--- config.mk ---
export PLATFORM = sky130hd
export DESIGN_NAME = kbd_spi_rx
export DESIGN_NICKNAME = d
export VERILOG_FILES = /design/src/rtl/kbd_spi_rx.sv
export SDC_FILE = /design/constraint.sdc
export NUM_CORES = 1
export LEC_CHECK = 0
export ABC_AREA = 1
export ABC_CLOCK_PERIOD_IN_PS = 1250
export BUFFER_PORTS_ARGS = -buffer_cell sky130_fd_sc_hd__buf_2
export CAP_MARGIN = 20
export CORE_MARGIN = 2
export CORE_UTILIZATION = 50
export DETAILED_ROUTE_END_ITERATION = 12
export GPL_ROUTABILITY_DRIVEN = 0
export PLACE_DENSITY = 0.7
export SYNTH_ARGS = -nofsm -noshare
export SYNTH_HDL_FRONTEND = slang
export SYNTH_SLANG_ARGS = --single-unit
export TNS_END_PERCENT = 5
--- constraint.sdc ---
create_clock -name CLK_14MHZ -period 1.25 [get_ports CLK_14MHZ]
set_input_delay 0.25 -clock CLK_14MHZ [delete_from_list [all_inputs] [get_ports CLK_14MHZ]]
set_output_delay 0.25 -clock CLK_14MHZ [all_outputs]
set_load 0.05 [all_outputs]
--- src/rtl/kbd_spi_rx.sv ---
// Keyboard matrix receiver: 48-bit SPI frames from the PS/2 controller into a row/column matrix.
// Optional KBD_TIMEOUT_EN clears a stale matrix after 2**TIMEOUT_LOG2-1 cycles with no commit.
module kbd_spi_rx #(
  parameter int FRAME_BITS   = 48,
  parameter int SYNC_STAGES  = 2,
  parameter int TIMEOUT_LOG2 = 20
) (
  input  logic       CLK_14MHZ,
  input  logic       RESET,
  input  logic       KBD_CLK,
  input  logic       KBD_CS,
  input  logic       KBD_DI,
  input  logic [7:0] A_HI,
  output logic [4:0] KEYS,
  output logic [7:0] EXT_KEYS,
  output logic       MATRIX_VALID,
  output logic       FRAME_STB,
  output logic       FRAME_ERR
);

  // state   | meaning
  // S_IDLE  | waiting for a CS fall, bit counter held at zero
  // S_SHIFT | collecting bits on SCK rises until CS rises
  // S_DRAIN | frame overran, discarding everything until CS rises
  // S_COMMIT| one cycle: copy shift register into matrix and flags

  typedef enum logic [1:0] {S_IDLE, S_SHIFT, S_DRAIN, S_COMMIT} state_t;

  localparam logic [5:0] FRAME_N = 6'(FRAME_BITS);

  if (SYNC_STAGES < 2 || TIMEOUT_LOG2 < 2) begin : g_param_check
    $error("kbd_spi_rx: SYNC_STAGES and TIMEOUT_LOG2 must both be at least 2");
  end

  logic [SYNC_STAGES-1:0] sck_sync, cs_sync, di_sync, fill;
  logic                   sck_prev, cs_prev, armed;
  logic                   sck_s, cs_s, di_s;
  logic                   sck_rise, cs_rise, cs_fall;

  state_t                 state, state_n;
  logic [5:0]             bitcnt, bitcnt_n;
  logic [FRAME_BITS-1:0]  sr, sr_n;
  logic                   err_n, err_q;
  logic [39:0]            matrix;
  logic [4:0]             pressed;

  assign sck_s = sck_sync[SYNC_STAGES-1];
  assign cs_s  = cs_sync[SYNC_STAGES-1];
  assign di_s  = di_sync[SYNC_STAGES-1];

  // A CS fall is only trusted once CS has been seen high through a fully
  // refilled synchronizer, so a frame already running at reset release is skipped.
  assign sck_rise = sck_s & ~sck_prev;
  assign cs_rise  = cs_s & ~cs_prev;
  assign cs_fall  = armed & ~cs_s & cs_prev;

  always_ff @(posedge CLK_14MHZ) begin
    if (RESET) begin
      sck_sync <= '1;
      cs_sync  <= '1;
      di_sync  <= '1;
      sck_prev <= 1'b1;
      cs_prev  <= 1'b1;
      fill     <= '0;
      armed    <= 1'b0;
    end else begin
      sck_sync <= {sck_sync[SYNC_STAGES-2:0], KBD_CLK};
      cs_sync  <= {cs_sync[SYNC_STAGES-2:0], KBD_CS};
      di_sync  <= {di_sync[SYNC_STAGES-2:0], KBD_DI};
      sck_prev <= sck_s;
      cs_prev  <= cs_s;
      fill     <= {fill[SYNC_STAGES-2:0], 1'b1};
      if (fill[SYNC_STAGES-1] && cs_s) armed <= 1'b1;
    end
  end

  always_comb begin
    state_n  = state;
    bitcnt_n = bitcnt;
    sr_n     = sr;
    err_n    = 1'b0;
    case (state)
      S_IDLE: begin
        bitcnt_n = '0;
        if (cs_fall) state_n = S_SHIFT;
      end
      S_SHIFT: begin
        if (sck_rise) begin
          if (bitcnt < FRAME_N) begin
            sr_n     = {sr[FRAME_BITS-2:0], di_s};
            bitcnt_n = bitcnt + 6'd1;
          end else begin
            err_n   = 1'b1;
            state_n = S_DRAIN;
          end
        end
        // CS rise is judged against the count after this cycle's bit
        if (cs_rise) begin
          if (state_n == S_DRAIN) begin
            state_n = S_IDLE;
          end else if (bitcnt_n == FRAME_N) begin
            state_n = S_COMMIT;
          end else begin
            err_n   = 1'b1;
            state_n = S_IDLE;
          end
        end
      end
      S_DRAIN: begin
        if (cs_rise) state_n = S_IDLE;
      end
      S_COMMIT: begin
        state_n = S_IDLE;
      end
      default: state_n = S_IDLE;
    endcase
  end

  always_ff @(posedge CLK_14MHZ) begin
    if (RESET) begin
      state  <= S_IDLE;
      bitcnt <= '0;
      sr     <= '0;
      err_q  <= 1'b0;
    end else begin
      state  <= state_n;
      bitcnt <= bitcnt_n;
      sr     <= sr_n;
      err_q  <= err_n;
    end
  end

`ifdef KBD_TIMEOUT_EN
  localparam logic [TIMEOUT_LOG2-1:0] TO_MAX  = {TIMEOUT_LOG2{1'b1}};
  localparam logic [TIMEOUT_LOG2-1:0] TO_LAST = TO_MAX - 1'b1;
  logic [TIMEOUT_LOG2-1:0] to_cnt;

  always_ff @(posedge CLK_14MHZ) begin
    if (RESET || state == S_COMMIT) to_cnt <= '0;
    else if (to_cnt != TO_MAX)      to_cnt <= to_cnt + 1'b1;
  end
`endif

  always_ff @(posedge CLK_14MHZ) begin
    if (RESET) begin
      matrix       <= '0;
      EXT_KEYS     <= '0;
      MATRIX_VALID <= 1'b0;
    end else if (state == S_COMMIT) begin
      matrix       <= sr[39:0];
      EXT_KEYS     <= sr[FRAME_BITS-1:40];
      MATRIX_VALID <= 1'b1;
    end
`ifdef KBD_TIMEOUT_EN
    else if (to_cnt == TO_LAST) begin
      matrix       <= '0;
      EXT_KEYS     <= '0;
      MATRIX_VALID <= 1'b0;
    end
`endif
  end

  assign FRAME_STB = (state == S_COMMIT);
  assign FRAME_ERR = err_q;

  always_comb begin
    pressed = '0;
    for (int r = 0; r < 8; r++) begin
      if (!A_HI[r]) pressed = pressed | matrix[5*r +: 5];
    end
    KEYS = ~pressed;
  end

endmodule
==> flow_summary.yaml, run 1 <==
global_route:
  grt_pass1_wl_um: 18100
  grtUsageTotal_pct: 23.1
  first_global_vias: 3826
  grt_max_degree: 49
  antenna_found_initial: 0
  grt.overflow.total: 0
sta:
  slew_headroom_pct: 74.4
  maxSlewViolCount: 0
  fmax_mhz: 548
  fin_crit_ns: 1.82
  finalCritPeriodShare_pct: 146
  postLayoutSetupSlackWorst_ns: -0.574
  fin_skew_ns: 0.0133
  setup_violations: 58
  setup_tns_ns: -5.09
  hold_violations: 0
  rsz0062_at_grt: "yes"
  whs_ns: 0.138
  worstMarginPinSlew_ns: 0.381
layout:
  final_nets: 653
  num-fill-cells: 669
  layoutNonFillerInstCount: 760
  n_antenna_cell: 0
  drive_above_1_share_pct: 28.7
  area_growth_pct: 33.3
floorplanning:
  rows: 34
  start_util_pct: 51.4
  core_sq_mm: 0.00872
  ioPinCount: 29
  die-area_sq_mm: 0.00974
  dieHeight_um: 98.7
  die_w_um: 98.7
clocking:
  htree_levels: 4
  cts_root_buffer: "clkbuf_8"
  numCtsBuffers: 17
  cts.sinks: 117
  clockBufferDepth: 2
  clk_latency_ns: 0.51
  cts_tree: "done"
  clk_pin_slew_worst_paths_ns: 0.05
yosys:
  synth_area_sq_mm: 0.00449
  synth-seq-area-share_pct: 52.2
  avgSynthCellArea_sq_um: 7.72
  synth_top_area_share_pct: 52.2
  ys_types: 35
  synth_area_leader_cell: "dfxtp_1"
  syn-num-nets: 595
  ys_ff_latch: 117
  yosysWarnings: 0
  synth.top_cells.by_area: "dfxtp_1 52%, nor2_1 15%, o21ai_0 11%, nand2_1 3.6%, a21oi_1 2.6%"
  synth_cells: 581
routing:
  drtIter0Drc: 227
  viasPerCell: 5.20
  antenna_left: 0
  dr.pass1.iters: 5
  drc: 0
  totalWireLength_um: 10600
  avgRoutedWirePerCell_um: 14.0
  vias: 3952
critical_path:
  critPathMaxFanout: 2
  slowest_delay_ns: 0.36
  critPathSlowestCell: "a2111oi_4"
  end_kind: "output pin"
  arrival_ns: 1.57
  cp.required_ns: 1.00
  path_class: "reg2out"
  worstPathCellList: "inv_1 > o22ai_2 > a2111oi_4 > buf_6"
  cp-start-kind: "register"
status:
  status: "finished, violations left"
  violations: "setup timing"
pwr:
  power_density_mw_per_mm2: 1440
  power.leakage_nw: 2.57
  max-vdd-ir-drop_mv: 0.993
placed_design:
  hpwl_um: 6630
  post-place-cells: 721
  portBuffers: 28
flow_run:
  max_cap_viol_count: 0
min_path:
  min_path_type: "in2reg"
## layout make-up
type	instances	area, sq um	area share [%]
clock inverter	14	155	2.60
inverter	38	148	2.47
multi-input combinational	393	2040	34.1
tap	108	135	2.26
timing repair buffer	72	699	11.7
sequential	117	2370	39.7
clock buffer	18	428	7.16
## per-stage QoR
step | setup slack (ns) | area [sq um] | util [%] | power, mW
2_1_floorplan | -0.238 | 4580 | - | 3.96
3_3_place_gp | -0.274 | 5050 | 57.9 | 4.04
4_1_cts | -0.563 | 5900 | 67.7 | 8.68
3_5_place_dp | -0.266 | 5050 | 57.9 | 4.04
5_1_grt | -0.621 | 5980 | 68.6 | 8.92
6_report | -0.574 | 5980 | 68.6 | 8.64
## layout by cell type, fill, tap and decap left out, types with 10 or more instances in the layout
cell type  count
dfxtp_2       20
clkbuf_16     16
inv_1         23
o21ai_1       27
nand2_1       40
buf_4         33
inv_2         14
buf_2         12
o21ai_0       73
nor2_2        10
nor2_1       167
a21oi_1       22
dfxtp_1       95
## metal layers
metal	vias to the layer above	part of all wire, %	global-route usage, %
met3	21	3.5	5.25
met5	-	0	0
met2	94	51	40.4
li1	1990	-	-
met4	0	1.5	8.96
met1	1847	44	27.7
## cell usage after synthesis
library cell	instances
a2111oi_0	4
a21oi_1	23
a21oi_2	1
a22o_1	2
buf_2	4
buf_4	2
buf_6	4
clkbuf_1	23
clkinv_1	2
dfxtp_1	117
ha_1	1
inv_1	30
inv_2	6
nand2_1	43
nand2_2	3
nand2_4	1
nand3_1	11
nand3_2	1
nand3b_1	1
nand4_1	1
nor2_1	175
nor2_2	2
nor2_4	4
nor2_8	1
nor4_1	1
o2111ai_1	1
o21ai_0	97
o21ai_1	4
o21ai_2	1
o221ai_1	1
o22ai_1	4
o32ai_1	2
or2_1	1
or2_2	6
xor2_2	1
## critical path, delay by kind of cell (launching register included)
kind	cells	cell delay (ns)
AO/OA/AOI/OAI	2	0.47
flip-flops	1	0.30
buffers and inverters	2	0.29
## final timing paths
path            endpoint  depth (start not counted)         from  slack [ns]
max              KEYS[2]                          4   matrix[17]       -0.57
min             state[1]                          3        RESET        0.14
max reg2reg     state[1]                         11     sck_prev       -0.15
min reg2reg  sck_sync[1]                          1  sck_sync[0]        0.41
## cells by family (layout without fill, tap and decap cells)
| group | after synthesis | in the layout | synth area share (%) |
|---|---|---|---|
| AOI/OAI and AO/OA | 140 | 140 | 16.7 |
| xor gates and xnor gates | 1 | 1 | 0.363 |
| buffers and inverters | 71 | 142 | 6.89 |
| adders and majority gates | 1 | 1 | 0.279 |
| DFF | 117 | 117 | 52.2 |
| and+or+nand+nor | 251 | 251 | 23.5 |
## where the power goes
group          switching [mW]  leakage [nW]  internal (mW)
combinational           0.136          1.34         0.0892
sequential            0.00903         0.955           3.75
clock                    1.75         0.281           2.90
total                    1.90          2.57           6.74
## sequential cells by signal, indices dropped and copies added (netlist names)
register / flops
cs_sync: 2
state: 2
di_sync: 2
EXT_KEYS: 8
bitcnt: 6
FRAME_ERR: 1
cs_prev: 1
sr: 48
matrix: 40
sck_prev: 1
sck_sync: 2
armed: 1
fill: 2
MATRIX_VALID: 1
## what timing repair did
item	CTS	global route
endpoints found under the hold margin	3	0
setup buffers	4	0
resized for setup	83	41
endpoints found under the setup margin	106	71
hold buffers	3	0
pin swaps	8	2
No activity file was read; power rests on OpenSTA's default activity.
==> run 2, diff against run 1 <==
Settings changed: ABC_CLOCK_PERIOD_IN_PS 1250 to 2350, PLACE_DENSITY 0.7 to 0.68.
Clock period 1.25 ns to 2.35 ns, I/O delays scaled along.
==> run 2 against run 1 <==
Effect of this change:
- flip-flop and latch count unchanged
- critical path depth unchanged
- power down 46%
- clock skew down 0.0039 ns
- combinational power down 58%
- routed wire length down 8.0%
- core utilization down 8.4 points
- sequential share of layout area up 4.9 points
- via count down 6.4%
- the flow now finishes without violations
- cell count down 5.1%
- global-route usage down 2.0 points
- highest routed layer unchanged
- die area unchanged
==> flow_summary.yaml, run 2 (synthesized netlist as in run 1, its figures left out) <==
clocking:
  cts.sinks: 117
  cts_root_buffer: "clkbuf_8"
  htree_levels: 4
  clk_pin_slew_worst_paths_ns: 0.06
  numCtsBuffers: 17
  clockBufferDepth: 2
  postCtsSetupBuffers: 0
  clk_latency_ns: 0.51
  holdBufCountCts: 0
  cts_tree: "done"
sta:
  finalCritPeriodShare_pct: 94.9
  postLayoutSetupSlackWorst_ns: 0.121
  maxSlewViolCount: 0
  rsz0062_at_grt: "no"
  fin_skew_ns: 0.00943
  setup_violations: 0
  hold_violations: 0
  fmax_mhz: 449
  worstMarginPinSlew_ns: 0.827
  setup_tns_ns: 0
  slew_headroom_pct: 44.8
  whs_ns: 0.140
  fin_crit_ns: 2.23
global_route:
  first_global_vias: 3394
  use_met3_pct: 5.74
  grt_pass1_wl_um: 16400
  met2_usage_pct: 32.9
  grtUsageTotal_pct: 21.2
  antenna_found_initial: 0
  grt.overflow.total: 0
  grt_max_degree: 101
  grtUsageMet1_pct: 28.3
  grt.busiest_layer: "met2"
floorplanning:
  die-area_sq_mm: 0.00974
  die_w_um: 98.7
  dieHeight_um: 98.7
  start_util_pct: 51.4
  core_sq_mm: 0.00872
  ioPinCount: 29
  rows: 34
layout:
  n_antenna_cell: 0
  reg.largest.list: "sr x48, matrix x40, EXT_KEYS x8"
  area_growth_pct: 17.0
  final_common_cell: "nor2_1"
  final_nets: 614
  largest_reg_flops: 48
  final_cell_mix: "175 x nor2_1, 117 x dfxtp_1, 97 x o21ai_0"
  drive_above_1_share_pct: 15.2
  regMostFlops: "sr"
  final_cell_area_sq_mm: 0.00525
routing:
  viasPerCell: 5.13
  antenna_left: 0
  drc: 0
  totalWireLength_um: 9790
  dr.pass1.iters: 4
  vias: 3699
  avgRoutedWirePerCell_um: 13.6
  drtIter0Drc: 212
placed_design:
  hpwl_um: 6050
  portBuffers: 28
  preCtsSetupSlack_ns: 0.261
  placed_area_sq_mm: 0.00465
pwr:
  power_density_mw_per_mm2: 886
  clockPowerShare_pct: 55.0
  max-vdd-ir-drop_mv: 0.436
  intPower_mw: 3.67
  p_sw_mw: 0.980
  p_total_mw: 4.65
  power.leakage_nw: 2.25
  switching_share_pct: 21.1
  p_seq_share_pct: 43.0
  combPwrFrac_pct: 2.0
critical_path:
  cp.required_ns: 1.88
  arrival_ns: 1.76
  path_class: "reg2out"
  end_kind: "output pin"
  critPathMaxFanout: 2
  cp-start-kind: "register"
min_path:
  min_path_type: "in2reg"
status:
  status: "finished clean"
flow_run:
  max_cap_viol_count: 0
run 2: cell count changes in the layout (fill, tap and decap cells not counted), sizes merged:
cell	change
buf	-36
bufinv	+1
clkbuf	+2
clkinv	-6
clkinvlp	+2
dlygate4sd3	-3
inv	+1
run 2: area by class of cell:
class                   count  area, sq um
repair buffers             33          190
clock buffers              20          435
clock inverters            12          153
well taps                 108          135
multi-input cells         393         1850
inverters                  38          143
flip-flops and latches    117         2340
fillers                   797         3470
run 2: worst paths after layout:
kind,from,to,slack [ns],depth (start not counted)
setup / recovery,matrix[5],KEYS[0],0.12,4
hold / removal,KBD_DI,di_sync[0],0.14,2
setup reg to reg,state[1],sr[36],0.58,6
hold reg to reg,fill[0],fill[1],0.40,2
run 2: power groups by stage:
stage	Combinational (mW)	Sequential (mW)	Clock, mW
finish	0.0937	2.00	2.55
global route	0.106	2.00	2.69
CTS	0.0932	2.00	2.59
detailed placement	0.0929	2.04	0
global placement	0.0918	2.04	0
floorplan	0.0639	2.04	0
run 2: metal layers:
metal / wire (um) / part of all wire, %
met4: 115 / 1.2
met3: 472 / 4.8
met1: 4440 / 45
met2: 4760 / 49
met5: 0 / 0
run 2: what timing repair did:
| action | CTS | global route |
|---|---|---|
| hold endpoints to repair | 0 | 0 |
| resized for setup | 0 | 1 |
| endpoints found under the setup margin | 0 | 1 |
run 2: critical path, cell delays in order (launching register included):
cell     delay [ns]
dfxtp_1        0.30
inv_1          0.11
o22ai_1        0.09
nor4_1         0.42
buf_2          0.34
run 2: per-stage QoR:
step           utilization [%]  cells
2_1_floorplan                -    581
3_3_place_gp              53.4    689
3_5_place_dp              53.4    689
4_1_cts                   60.1    721
5_1_grt                   60.2    721
6_report                  60.2    721
==> run 3, diff against run 2 <==
Settings changed: CELL_PAD_IN_SITES_DETAIL_PLACEMENT set to 1, CELL_PAD_IN_SITES_GLOBAL_PLACEMENT set to 1, CORE_UTILIZATION 50 to 48, PLACE_DENSITY 0.68 to unset, PLACE_DENSITY_LB_ADDON set to 0.1.
==> run 3 against run 2 <==
Effect of this change:
- non-clock buffer count up 1
- setup slack worse by 0.083 ns
- count of clock-buffer cells in the layout down 1
- worst hold slack worse by 0.0058 ns
- routed wire length up 23%
- flip-flop and latch count unchanged
- global-route usage up 4.3 points
- critical path depth unchanged
- sequential share of layout area down 0.40 points
- clock power up 3%
- first-iteration DRC count down 33%
- critical endpoint is now KEYS[2]
- largest cell class unchanged
==> flow_summary.yaml, run 3 (synthesized netlist as in run 1, its figures left out) <==
critical_path:
  worstPathCellList: "inv_1 > o21ai_0 > a2111oi_1 > buf_4"
  crit_cells: 4
  critPathLaunch: "matrix[7]"
  crit_end: "KEYS[2]"
  path_class: "reg2out"
  arrival_ns: 1.84
  regToRegSetupSlack_ns: 0.62
  crit_family: "compound AO/OA/AOI/OAI gates"
  critPathSlowestCell: "a2111oi_1"
  cp-start-kind: "register"
  critPathMaxFanout: 2
  worst_r2r_endpoint: "sr[17]"
  critical_path_buf_inv_count: 2
  slowest_delay_ns: 0.55
  reg2reg_from: "bitcnt[4]"
  cp.required_ns: 1.88
  end_kind: "output pin"
  worst_r2r_path_depth: 6
floorplanning:
  rows: 35
  core_sq_mm: 0.00915
  ioPinCount: 29
  die_w_um: 101
  dieHeight_um: 101
  die-area_sq_mm: 0.0101
  start_util_pct: 49.0
placed_design:
  placed_area_sq_mm: 0.00468
  portBuffers: 28
  post-place-cells: 693
  hpwl_um: 7290
sta:
  whs_ns: 0.134
  fin_crit_ns: 2.31
  rsz0062_at_grt: "no"
  worstMarginPinSlew_ns: 0.916
  setup_tns_ns: 0
  fin_skew_ns: 0.0111
  maxSlewViolCount: 0
  setup_violations: 0
  fmax_mhz: 432
  hold_violations: 0
  slew_headroom_pct: 38.9
  finalCritPeriodShare_pct: 98.4
routing:
  drtIter0Drc: 143
  totalWireLength_um: 12000
  avgRoutedWirePerCell_um: 16.6
  antenna_left: 0
  vias: 3912
  dr.pass1.iters: 4
  drc: 0
  viasPerCell: 5.40
layout:
  final_common_cell: "nor2_1"
  final_nets: 615
  postLayoutCoreUtil_pct: 57.9
  regMostFlops: "sr"
  reg.largest.list: "sr x48, matrix x40, EXT_KEYS x8"
  final_cell_area_sq_mm: 0.00530
  largest_reg_flops: 48
  layoutNonFillerInstCount: 725
  n_antenna_cell: 0
  final_cell_mix: "175 x nor2_1, 117 x dfxtp_1, 97 x o21ai_0"
  area_growth_pct: 18.0
  drive_above_1_share_pct: 15.6
global_route:
  grtUsageTotal_pct: 25.5
  antenna_found_initial: 1
  grt_max_degree: 97
  first_global_vias: 3989
  grt_pass1_wl_um: 19900
  grt.overflow.total: 0
pwr:
  power_density_mw_per_mm2: 891
  combPwrFrac_pct: 2.1
  intPower_mw: 3.68
  p_seq_share_pct: 42.4
  p_sw_mw: 1.03
  power.leakage_nw: 2.27
  max-vdd-ir-drop_mv: 0.480
  clockPowerShare_pct: 55.5
  switching_share_pct: 21.9
clocking:
  numCtsBuffers: 17
  clockBufferDepth: 2
  cts_tree: "done"
  cts_root_buffer: "clkbuf_8"
  clk_pin_slew_worst_paths_ns: 0.06
  clk_latency_ns: 0.52
  htree_levels: 4
  postCtsSetupBuffers: 0
  cts.sinks: 117
flow_run:
  max_cap_viol_count: 0
status:
  status: "finished clean"
min_path:
  min_path_type: "in2reg"
  min_path_cells: 2
## run 3: cell types whose count changed in the layout (fill, tap and decap cells not counted)
cell,delta
buf_12,+1
buf_4,+2
nand2_2,+1
clkinv_4,+3
clkbuf_1,-1
clkinv_2,-3
nand2_1,-1
buf_2,-2
inv_6,+1
## run 3: how the worst min path moves through the flow
stage / start / to
4_1_cts: KBD_CLK / sck_sync[0]
2_1_floorplan: fill[0] / fill[1]
3_5_place_dp: fill[0] / fill[1]
5_1_grt: KBD_CLK / sck_sync[0]
6_report: KBD_CLK / sck_sync[0]
3_3_place_gp: fill[0] / fill[1]
## run 3: timing repair
item / CTS / global route
setup endpoints to repair: 2 / 0
hold buffers: 0 / 0
resized for setup: 3 / 0
## run 3: power groups by stage
stage                     Clock, mW  Sequential (mW)  Combinational [mW]
after global routing           2.76             2.00               0.113
after detailed placement          0             2.04              0.0983
after global placement            0             2.04              0.0960
after floorplan                   0             2.04              0.0639
after CTS                      2.66             2.00               0.101
final                          2.62             2.00               0.100
## run 3: per-layer routing
metal / vias up / GRT usage (%) / part of all wire [%]
met5: - / 0 / 0.092
met3: 20 / 5.83 / 3.2
li1: 1919 / - / -
met1: 1912 / 30.1 / 44
met2: 59 / 44.7 / 51
met4: 2 / 9.91 / 2.1
## run 3: metrics by stage
step	power (mW)	worst slack [ns]
final	4.72	0.0373
after global routing	4.87	0.0140
after CTS	4.76	0.00516
after detailed placement	2.14	0.179
after global placement	2.14	0.217
after floorplan	2.11	-0.569
## run 3: layout make-up
class	instances	area (sq um)
fill	1130	3860
timing repair buffer	34	215
clock buffer	19	432
sequential	117	2340
inverter	38	143
multi-input combinational	393	1850
clock inverter	13	173
tap	111	139
